### src/rtl/y86_pkg.sv
// Y86-64 definitions shared by fetch and decode: instruction codes, register
// sentinel, length width, fetch sequencer states and the length-decode record.
package y86_pkg;

   localparam int ILEN_W = 4;

   localparam logic [3:0] I_HALT   = 4'h0;
   localparam logic [3:0] I_NOP    = 4'h1;
   localparam logic [3:0] I_RRMOVQ = 4'h2;
   localparam logic [3:0] I_IRMOVQ = 4'h3;
   localparam logic [3:0] I_RMMOVQ = 4'h4;
   localparam logic [3:0] I_MRMOVQ = 4'h5;
   localparam logic [3:0] I_OPQ    = 4'h6;
   localparam logic [3:0] I_JXX    = 4'h7;
   localparam logic [3:0] I_CALL   = 4'h8;
   localparam logic [3:0] I_RET    = 4'h9;
   localparam logic [3:0] I_PUSHQ  = 4'hA;
   localparam logic [3:0] I_POPQ   = 4'hB;

   localparam logic [3:0] REG_NONE = 4'hF;

   typedef enum logic [2:0] {
      S_OP,
      S_REG,
      S_CONST,
      S_HOLD,
      S_HALT,
      S_ERR
   } fetch_state_t;

   typedef struct packed {
      logic              need_regids;
      logic              need_valc;
      logic [ILEN_W-1:0] len;
      logic              invalid;
   } ilen_info_t;

   // Opcode byte, optional regid byte, optional 8-byte constant.
   function automatic logic [ILEN_W-1:0] instr_len(input logic need_regids,
                                                   input logic need_valc);
      logic [ILEN_W-1:0] len;
      len = ILEN_W'(1);
      if (need_regids)
         len = len + ILEN_W'(1);
      if (need_valc)
         len = len + ILEN_W'(8);
      return len;
   endfunction

endpackage

### src/rtl/y86_ilen.sv
// Combinational instruction-shape decode: which optional fields follow the
// opcode byte, the resulting length, and whether the icode is undefined.
import y86_pkg::*;

module y86_ilen (
   input  logic [3:0] icode,
   output ilen_info_t info
);

   always_comb begin
      info = '0;
      case (icode)
         I_HALT, I_NOP, I_RET: begin
            info.need_regids = 1'b0;
         end
         I_RRMOVQ, I_OPQ, I_PUSHQ, I_POPQ: begin
            info.need_regids = 1'b1;
         end
         I_JXX, I_CALL: begin
            info.need_valc = 1'b1;
         end
         I_IRMOVQ, I_RMMOVQ, I_MRMOVQ: begin
            info.need_regids = 1'b1;
            info.need_valc   = 1'b1;
         end
         default: begin
            info.invalid = 1'b1;
         end
      endcase
      info.len = instr_len(info.need_regids, info.need_valc);
   end

endmodule

### src/rtl/y86_fetch_seq.sv
// Y86-64 byte-serial fetch stage: walks the instruction bytes at pc, assembles
// the decoded fields and holds them until decode accepts, then advances pc.
import y86_pkg::*;

module y86_fetch_seq #(
   parameter logic [63:0] RESET_PC = 64'h0
) (
   input  logic        clk_i,
   input  logic        rst_i,
   output logic        imem_req_o,
   output logic [63:0] imem_addr_o,
   input  logic [7:0]  imem_rdata_i,
   input  logic        imem_valid_i,
   input  logic        issue_ready_i,
   input  logic        pc_load_i,
   input  logic [63:0] pc_next_i,
   output logic        instr_valid_o,
   output logic [3:0]  icode_o,
   output logic [3:0]  ifun_o,
   output logic [3:0]  rA_o,
   output logic [3:0]  rB_o,
   output logic [63:0] valC_o,
   output logic [63:0] valP_o,
   output logic [63:0] pc_o,
   output logic        halt_o,
   output logic        instr_err_o
);

   fetch_state_t state_reg, state_next;

   logic [63:0] pc_reg;
   logic [2:0]  idx_reg;
   logic [3:0]  icode_reg, ifun_reg;
   logic [3:0]  ra_reg, rb_reg;
   logic [63:0] valc_reg, valc_next;
   logic [63:0] valp_reg;

   logic        req;
   logic        xfer;
   logic        latch_op, latch_reg, latch_const, issue;
   logic [3:0]  dec_icode;
   ilen_info_t  info;
   logic [63:0] const_off;
   logic [7:0]  lane_we;

   // While the opcode byte is arriving, decode it directly off the bus.
   assign dec_icode = (state_reg == S_OP) ? imem_rdata_i[7:4] : icode_reg;

   y86_ilen u_ilen (
      .icode (dec_icode),
      .info  (info)
   );

   assign const_off = info.need_regids ? 64'd2 : 64'd1;
   assign xfer      = imem_req_o & imem_valid_i;

   always_comb begin
      state_next    = state_reg;
      req           = 1'b0;
      imem_addr_o   = pc_reg;
      instr_valid_o = 1'b0;
      latch_op      = 1'b0;
      latch_reg     = 1'b0;
      latch_const   = 1'b0;
      issue         = 1'b0;
      case (state_reg)
         S_OP: begin
            req = 1'b1;
            if (xfer) begin
               latch_op = 1'b1;
               if (info.invalid)
                  state_next = S_ERR;
               else if (info.len == ILEN_W'(1))
                  state_next = S_HOLD;
               else if (info.need_regids)
                  state_next = S_REG;
               else
                  state_next = S_CONST;
            end
         end
         S_REG: begin
            req         = 1'b1;
            imem_addr_o = pc_reg + 64'd1;
            if (xfer) begin
               latch_reg  = 1'b1;
               state_next = info.need_valc ? S_CONST : S_HOLD;
            end
         end
         S_CONST: begin
            req         = 1'b1;
            imem_addr_o = pc_reg + const_off + {61'd0, idx_reg};
            if (xfer) begin
               latch_const = 1'b1;
               if (idx_reg == 3'd7)
                  state_next = S_HOLD;
            end
         end
         S_HOLD: begin
            instr_valid_o = 1'b1;
            if (issue_ready_i) begin
               issue      = 1'b1;
               state_next = (icode_reg == I_HALT) ? S_HALT : S_OP;
            end
         end
         S_HALT, S_ERR: begin
            state_next = state_reg;
         end
         default: begin
            state_next = S_OP;
         end
      endcase
   end

   // Reset must silence the request even though the reset state is S_OP.
   assign imem_req_o = req & ~rst_i;

   genvar gi;
   generate
      for (gi = 0; gi < 8; gi++) begin : g_lane
         assign lane_we[gi] = latch_const && (idx_reg == 3'(gi));
         assign valc_next[8*gi +: 8] = issue       ? 8'h00 :
                                       lane_we[gi] ? imem_rdata_i :
                                                     valc_reg[8*gi +: 8];
      end
   endgenerate

   always_ff @(posedge clk_i or posedge rst_i) begin
      if (rst_i) begin
         state_reg <= S_OP;
         pc_reg    <= RESET_PC;
         idx_reg   <= 3'd0;
         icode_reg <= 4'h0;
         ifun_reg  <= 4'h0;
         ra_reg    <= REG_NONE;
         rb_reg    <= REG_NONE;
         valc_reg  <= 64'h0;
         valp_reg  <= 64'h0;
      end else begin
         state_reg <= state_next;
         valc_reg  <= valc_next;
         if (latch_op) begin
            icode_reg <= imem_rdata_i[7:4];
            ifun_reg  <= imem_rdata_i[3:0];
            valp_reg  <= pc_reg + 64'(info.len);
         end
         if (latch_reg) begin
            ra_reg <= imem_rdata_i[7:4];
            rb_reg <= imem_rdata_i[3:0];
         end
         // Index wraps back to 0 after the eighth constant byte.
         if (latch_const)
            idx_reg <= idx_reg + 3'd1;
         if (issue) begin
            pc_reg    <= pc_load_i ? pc_next_i : valp_reg;
            idx_reg   <= 3'd0;
            icode_reg <= 4'h0;
            ifun_reg  <= 4'h0;
            ra_reg    <= REG_NONE;
            rb_reg    <= REG_NONE;
            valp_reg  <= 64'h0;
         end
      end
   end

   assign icode_o     = icode_reg;
   assign ifun_o      = ifun_reg;
   assign rA_o        = ra_reg;
   assign rB_o        = rb_reg;
   assign valC_o      = valc_reg;
   assign valP_o      = valp_reg;
   assign pc_o        = pc_reg;
   assign halt_o      = (state_reg == S_HALT);
   assign instr_err_o = (state_reg == S_ERR);

endmodule
### config.mk
export PLATFORM = sky130hd
export DESIGN_NAME = y86_fetch_seq
export DESIGN_NICKNAME = d
export VERILOG_FILES = /design/src/rtl/y86_pkg.sv /design/src/rtl/y86_ilen.sv /design/src/rtl/y86_fetch_seq.sv
export SDC_FILE = /design/constraint.sdc
export NUM_CORES = 1
export LEC_CHECK = 0
export CAP_MARGIN = 20
export CORE_ASPECT_RATIO = 1.1
export CORE_MARGIN = 2
export CORE_UTILIZATION = 30
export CTS_CLUSTER_DIAMETER = 60
export DETAILED_ROUTE_END_ITERATION = 10
export SYNTH_ARGS = -nofsm -noshare
export SYNTH_HDL_FRONTEND = slang
export SYNTH_HIERARCHICAL = 1
export SYNTH_SLANG_ARGS = --single-unit
### constraint.sdc
create_clock -name clk_i -period 10.85 [get_ports clk_i]
set_clock_uncertainty 0.15 [all_clocks]
set_input_delay 3.255 -clock clk_i [delete_from_list [all_inputs] [get_ports clk_i]]
set_output_delay 3.255 -clock clk_i [all_outputs]
set_load 0.05 [all_outputs]
==> results.tsv, run 1 <==
metric	value	unit
outcome	finished, final reports clean	
grt_max_degree	81	
finalSetupViolations	0	
cts_setup_buffers	0	
cp_slowest_cell	clkdlybuf4s50_1	
num_vias	11600	
postLayoutCoreUtil	44.0	%
crit_path_frequent_cell	inv_1	
final_nets	1763	
start_kind	input pin	
power.density	103	nW/um2
clk_latency	0.56	ns
ir_drop	102	uV
wirelength	50.7	mm
maxCapViolations	0	
r2r_cells	12	
endpoint_kind	output port	
num_rows	77	
ys_warn_count	6	
grt_pass1_vias	11500	
die_w	196	um
numCtsBuffers	27	
required	7.45	ns
avgRoutedWirePerCell	23.0	um
synth_area	12200	um2
min_from	valC_o[57]	
r2r_slack	5.54	ns
finalCriticalPeriod	10.71	ns
finalSetupTns	0	ns
max_stage_delay	0.49	ns
core	40200	um2
firstDrtPassIters	5	
synth.distinct_cells	67	
p_leak	7.36	nW
portBuffers	352	
timing_hold_violations_final	0	
synth_edf_count	0	
synth_area_leaders	dfrtp_1 42%, nand2_1 7.5%, mux2i_1 7.3%	
synth_top_area_share	42.2	%
layout-drive-gt1-share	11.0	%
arrival	7.30	ns
yosysTopAreaCell	dfrtp_1	
die_h	216	um
initial_core_util	30.4	%
synth_seq_cells	214	
period_share	98.7	%
path_buf_inv	6	
grt_overflow	0	
antenna_cells	0	
antenna_found_initial	1	
cts-root-buf	clkbuf_16	
avgSynthCellArea	8.87	um2
slew_violations	0	
hold_class	flip-flop to flip-flop	
synthArstFlopShare	100	%
crit_fanout	7	
dpl.hpwl	37.8	mm
path_delay_family	adder cells	
grt_pass1_wl	76.1	mm
synthFlopType	dfrtp_1	
place_congestion	0.908	
cts_buffer_depth	3	
grt_util_all_layers	23.6	%
ant_nets	0	
io_pins	353	
holdPathStages	2	
rsz0062_at_grt	no	
cts_max_level	1	
die_area	42400	um2
cts_tree	built	
dr.first_iter.drc_count	810	
drc	0	
syn_nets	1474	
tightest_slew	1.10	ns
fillers	3877	
relSlewSlack	26.4	%
cts.sinks	214	
r2r-end	valP_o[54]	
hold_end	valC_o[57]	
timing.rr.start	state_reg[1]	
clk_pin_slew_worst_paths	0.06	ns
fmax	93.4	MHz
cp_num_cells	18	
worstSetupPathType	input pin to output port	
synthToLayoutAreaGrowth	44.5	%
netlist_instances	1378	
holdBufCountCts	0	
yosysSeqAreaShare	43.9	%
routed_via_density	5.27	
crit_path_cell_trace	clkdlybuf4s50_1 -> mux2_4 -> a21oi_2 -> mux2_2 -> inv_1 -> fa_1 -> inv_1 -> ha_1 -> inv_1 -> fa_1 -> nand2b_1 -> a21oi_1 -> buf_4 -> a21o_4 -> nand2_1 -> a21oi_2 -> xor2_2 -> buf_12	
layout make-up:
type                    count  area [um2]  area share (%)
repair buffers            373        4260            24.1
multi-input cells        1029        6380            36.2
clock buffers              37         753            4.26
clock inverters            12         164           0.928
inverters                  22        90.1           0.510
well taps                 513         642            3.63
flip-flops and latches    214        5370            30.4
cells by family (layout without fill, tap and decap cells):
family                   after synthesis  count (layout)  share of synthesized area (%)
flip-flops                           214             214                           43.9
other                                  1               1                         0.0307
buffers and inverters                135             444                           4.78
XOR/XNOR                             118             118                           8.46
AND/OR/NAND/NOR                      555             555                           21.9
adder cells (fa/ha/maj)               19              19                           2.19
AO/OA/AOI/OAI                        242             242                           11.0
multiplexers                          94              94                           7.75
power breakdown:
| group | internal (mW) | leakage, nW | switching, mW |
|---|---|---|---|
| logic | 0.0387 | 3.96 | 0.0457 |
| clock network | 0.561 | 0.450 | 0.376 |
| registers | 0.800 | 2.95 | 0.00125 |
| total | 1.40 | 7.36 | 0.423 |
metal layers:
layer	global-route usage (%)	wire length (um)	vias up
li1	-	-	5301
met4	8.43	1940	2
met1	29.7	20200	5604
met3	6.28	4630	104
met2	39.0	23900	582
met5	0	13	-
synthesized netlist by cell type (11+ instances only):
library cell	number
nand4_1	41
dfrtp_1	206
clkbuf_1	59
ha_1	15
nand2_1	243
xor2_1	50
mux2i_1	89
nand3_1	76
xnor2_1	68
o21ai_0	148
nor3_1	28
buf_1	11
nor2_1	82
inv_1	22
a21oi_1	50
nor4_1	14
buf_2	33
through the flow:
stage          setup slack, ns  cell area (um2)  power [mW]  hold slack, ns  instances
2_1_floorplan           0.0652            12200       0.857           0.393       1378
3_3_place_gp            0.0307            16700       0.902           0.315       2151
3_5_place_dp          0.000206            16700       0.902           0.320       2151
4_1_cts                 0.0622            17600        1.84           0.333       2200
5_1_grt                0.00915            17700        1.89           0.351       2200
6_report                 0.143            17700        1.82           0.325       2200
tightest hold or removal path, stage by stage, from the launching register on:
cell	delay [ns]
dfrtp_1	0.34
nand2_1	0.04
o21ai_0	0.06
worst max-delay path by stage:
| stage | slack, ns | start | endpoint |
|---|---|---|---|
| finish | 0.14 | imem_rdata_i[5] | imem_addr_o[39] |
| floorplan | 0.07 | imem_rdata_i[6] | imem_addr_o[55] |
| global route | 0.009 | imem_rdata_i[5] | imem_addr_o[39] |
| CTS | 0.06 | imem_rdata_i[5] | imem_addr_o[39] |
| detailed placement | 0.0002 | imem_rdata_i[5] | imem_addr_o[59] |
| global placement | 0.03 | imem_rdata_i[5] | imem_addr_o[59] |
what timing repair did:
item | in CTS | in global routing
cloned | 0 | 0
pin swaps | 0 | 0
gates resized for setup | 3 | 14
endpoints found under the hold margin | 0 | 0
endpoints found under the setup margin | 2 | 17
cells in the final DEF (no fill, tap or decap), types with 4 or more instances in the layout:
| master | netlist | final |
|---|---|---|
| xor2_1 | 50 | 45 |
| clkdlybuf4s50_1 | 0 | 289 |
| and4_1 | 9 | 9 |
| nor4_1 | 14 | 14 |
| mux2_2 | 5 | 4 |
| clkbuf_16 | 0 | 27 |
| xor2_2 | 0 | 5 |
| or2_2 | 5 | 5 |
| fa_1 | 4 | 4 |
| mux2i_1 | 89 | 89 |
| ha_1 | 15 | 15 |
| nand4_1 | 41 | 41 |
| dfstp_2 | 8 | 8 |
| inv_1 | 22 | 21 |
| a211oi_1 | 4 | 4 |
| nand2b_1 | 4 | 4 |
| nor3_1 | 28 | 28 |
| nand3_2 | 4 | 5 |
| o21ai_0 | 148 | 148 |
| dfrtp_1 | 206 | 206 |
| inv_8 | 0 | 4 |
| nor2_1 | 82 | 80 |
| buf_12 | 0 | 59 |
| buf_4 | 7 | 25 |
| and2_1 | 10 | 10 |
| a21oi_2 | 1 | 4 |
| a22o_1 | 10 | 10 |
| nand2_1 | 243 | 241 |
| o21ai_1 | 6 | 6 |
| a21oi_1 | 50 | 46 |
| clkbuf_1 | 59 | 6 |
| clkbuf_8 | 0 | 4 |
| xnor2_1 | 68 | 67 |
| nand3_1 | 76 | 75 |
| and3_1 | 10 | 10 |
Power figures use the tool's default switching activity.
==> inputs of run 2 (changes only) <==
Settings changed: CAP_MARGIN 20 to default, CORE_UTILIZATION 30 to 49, PLACE_DENSITY_LB_ADDON from default to 0.2.
==> run 2 against run 1 <==
Net effect: sequential cell count stayed put; cell area is 2.4% lower; clock-buffer cell count is 5 lower.
==> results.tsv, run 2 (synthesized netlist as in run 1, its figures left out) <==
metric	value	unit	change
p_sw	380	uW	was 423 uW
initial_core_util	49.9	%	was 30.4%
die_area	26200	um2	was 42400 um2
tightest_slew	1.19	ns	was 1.10 ns
fmax	94.1	MHz	was 93.4 MHz
crit_fanout	5		was 7
numCtsBuffers	24		was 27
final_cell_count_no_fill	1985		was 2200
antenna_found_initial	1		unchanged
max_stage_delay	0.48	ns	was 0.49 ns
finalCriticalPeriod	10.62	ns	was 10.71 ns
clk_pin_slew_worst_paths	0.06	ns	about the same
top_layer_used	met4		was met5
grt_pass1_vias	11500		about the same
final_cell_mix	289 x clkdlybuf4s50_1, 242 x nand2_1, 206 x dfrtp_1		was 289 x clkdlybuf4s50_1, 241 x nand2_1, 206 x dfrtp_1
cts-root-buf	clkbuf_16		unchanged
final_common_cell	clkdlybuf4s50_1		unchanged
dr.first_iter.drc_count	879		was 810
final_nets	1752		was 1763
power.density	99.6	nW/um2	was 103 nW/um2
m1WireLength	16.9	mm	was 20.2 mm
firstDrtPassIters	5		unchanged
total_power	1.72	mW	was 1.82 mW
fillers	1930		was 3877
hold_slack	0.329	ns	was 0.325 ns
cts_buffer_depth	3		unchanged
ant_nets	0		unchanged
outcome	finished, final reports clean		unchanged
placed_cells	1940		was 2151
setup_ws	0.226	ns	was 0.143 ns
crit_path_cell_trace	clkdlybuf4s50_1 -> mux2_2 -> mux2_4 -> inv_1 -> fa_1 -> inv_1 -> ha_1 -> inv_1 -> fa_1 -> nand2b_1 -> a21oi_1 -> buf_4 -> a21oi_2 -> nor2_4 -> a21oi_1 -> a31oi_1 -> buf_12		was clkdlybuf4s50_1 -> mux2_4 -> a21oi_2 -> mux2_2 -> inv_1 -> fa_1 -> inv_1 -> ha_1 -> inv_1 -> fa_1 -> nand2b_1 -> a21oi_1 -> buf_4 -> a21o_4 -> nand2_1 -> a21oi_2 -> xor2_2 -> buf_12
maxCapViolations	0		unchanged
cp_slowest_cell	fa_1		was clkdlybuf4s50_1
wirelength	44.1	mm	was 50.7 mm
period_share	97.9	%	was 98.7%
layout-drive-gt1-share	10.5	%	was 11.0%
place_congestion	0.916		was 0.908
timing_hold_violations_final	0		unchanged
p_leak	7.26	nW	was 7.36 nW
p_seq_share	46.7	%	was 44.0%
clk_latency	0.52	ns	was 0.56 ns
dpl.hpwl	32.3	mm	was 37.8 mm
met2WireLength	21.3	mm	was 23.9 mm
pwr-share-clk	48.5	%	was 51.4%
grt_overflow	0		unchanged
wl_met3	3.92	mm	was 4.63 mm
routed_via_density	5.88		was 5.27
grt_max_degree	151		was 81
hold_class	flip-flop to flip-flop		unchanged
grt_pass1_wl	67.7	mm	was 76.1 mm
endpoint_kind	output port		unchanged
switching_share	22.1	%	was 23.2%
cts_tree	built		unchanged
placed_area	16300	um2	was 16700 um2
cts.sinks	214		unchanged
postLayoutCoreUtil	70.4	%	was 44.0%
slew_violations	0		unchanged
finalSetupTns	0	ns	unchanged
worstSetupPathType	input pin to output port		unchanged
start_kind	input pin		unchanged
finalSetupViolations	0		unchanged
ir_drop	112	uV	was 102 uV
combinationalPowerShare	4.8	%	was 4.6%
avgRoutedWirePerCell	22.2	um	was 23.0 um
fin_area	17200	um2	was 17700 um2
core	24500	um2	was 40200 um2
die_h	170	um	was 216 um
holdBufCountCts	0		unchanged
synthToLayoutAreaGrowth	41.0	%	was 44.5%
io_pins	353		unchanged
p_int	1.34	mW	was 1.40 mW
cts_max_level	1		unchanged
drc	0		unchanged
relSlewSlack	20.7	%	was 26.4%
crit_path_frequent_cell	inv_1		unchanged
dpl_worst_slack	0.150	ns	was 0.000206 ns
required	7.45	ns	about the same
grt_util_all_layers	33.1	%	was 23.6%
portBuffers	352		unchanged
die_w	155	um	was 196 um
num_vias	11700		was 11600
arrival	7.22	ns	was 7.30 ns
num_rows	60		was 77
-- run 2: cell count changes in the layout (fill, tap and decap cells not counted), moves of 2 or more --
| cell | delta |
|---|---|
| clkbuf_16 | -2 |
| buf_4 | -8 |
| clkinv_2 | +4 |
| inv_8 | -3 |
| clkbuf_1 | -3 |
-- run 2: path summary, 6_finish.rpt --
kind | end | slack [ns] | startpoint | cells past startpoint
min in group asynchronous | valC_o[47] | 3.27 | rst_i | 2
worst max register to register | valP_o[40] | 5.68 | state_reg[1] | 12
worst min register to register | valC_o[58] | 0.33 | valC_o[58] | 2
worst max-delay path | imem_addr_o[61] | 0.23 | imem_rdata_i[6] | 17
max in group asynchronous | pc_o[43] | 5.70 | rst_i | 3
worst min-delay path | valC_o[58] | 0.33 | valC_o[58] | 2
-- run 2: per-layer routing --
metal / GRT usage (%) / up-vias
met5: 0 / -
met4: 14.9 / 0
met3: 7.56 / 118
met2: 54.9 / 583
met1: 41.5 / 5701
li1: - / 5272
-- run 2: what timing repair did --
item / in CTS / in global routing
resized for setup: 0 / 14
setup endpoints to repair: 0 / 20
buffers inserted: 0 / 0
-- run 2: cell type report --
cell class	count	area (um2)	share of cell area [%]
tap	310	388	2.25
inverter	22	90.1	0.523
clock inverter	12	120	0.697
multi-input combinational	1029	6370	37.0
sequential	214	5370	31.1
clock buffer	32	692	4.02
timing repair buffer	365	4200	24.4
antenna	1	2.50	0.0145
-- run 2: critical path: cells and delay by family --
| kind | cells | cell delay, ns |
|---|---|---|
| AOI/OAI and AO/OA | 4 | 0.78 |
| and+or+nand+nor | 2 | 0.42 |
| muxes | 2 | 0.68 |
| buffers and inverters | 6 | 1.03 |
| adders and majority gates | 3 | 1.06 |
-- run 2: power groups by stage --
stage	Sequential (mW)	Combinational (mW)	Clock [mW]
floorplan	0.820	0.0364	0
finish	0.802	0.0828	0.832
global placement	0.816	0.0827	0
global route	0.801	0.0898	0.873
CTS	0.802	0.0843	0.841
detailed placement	0.816	0.0835	0
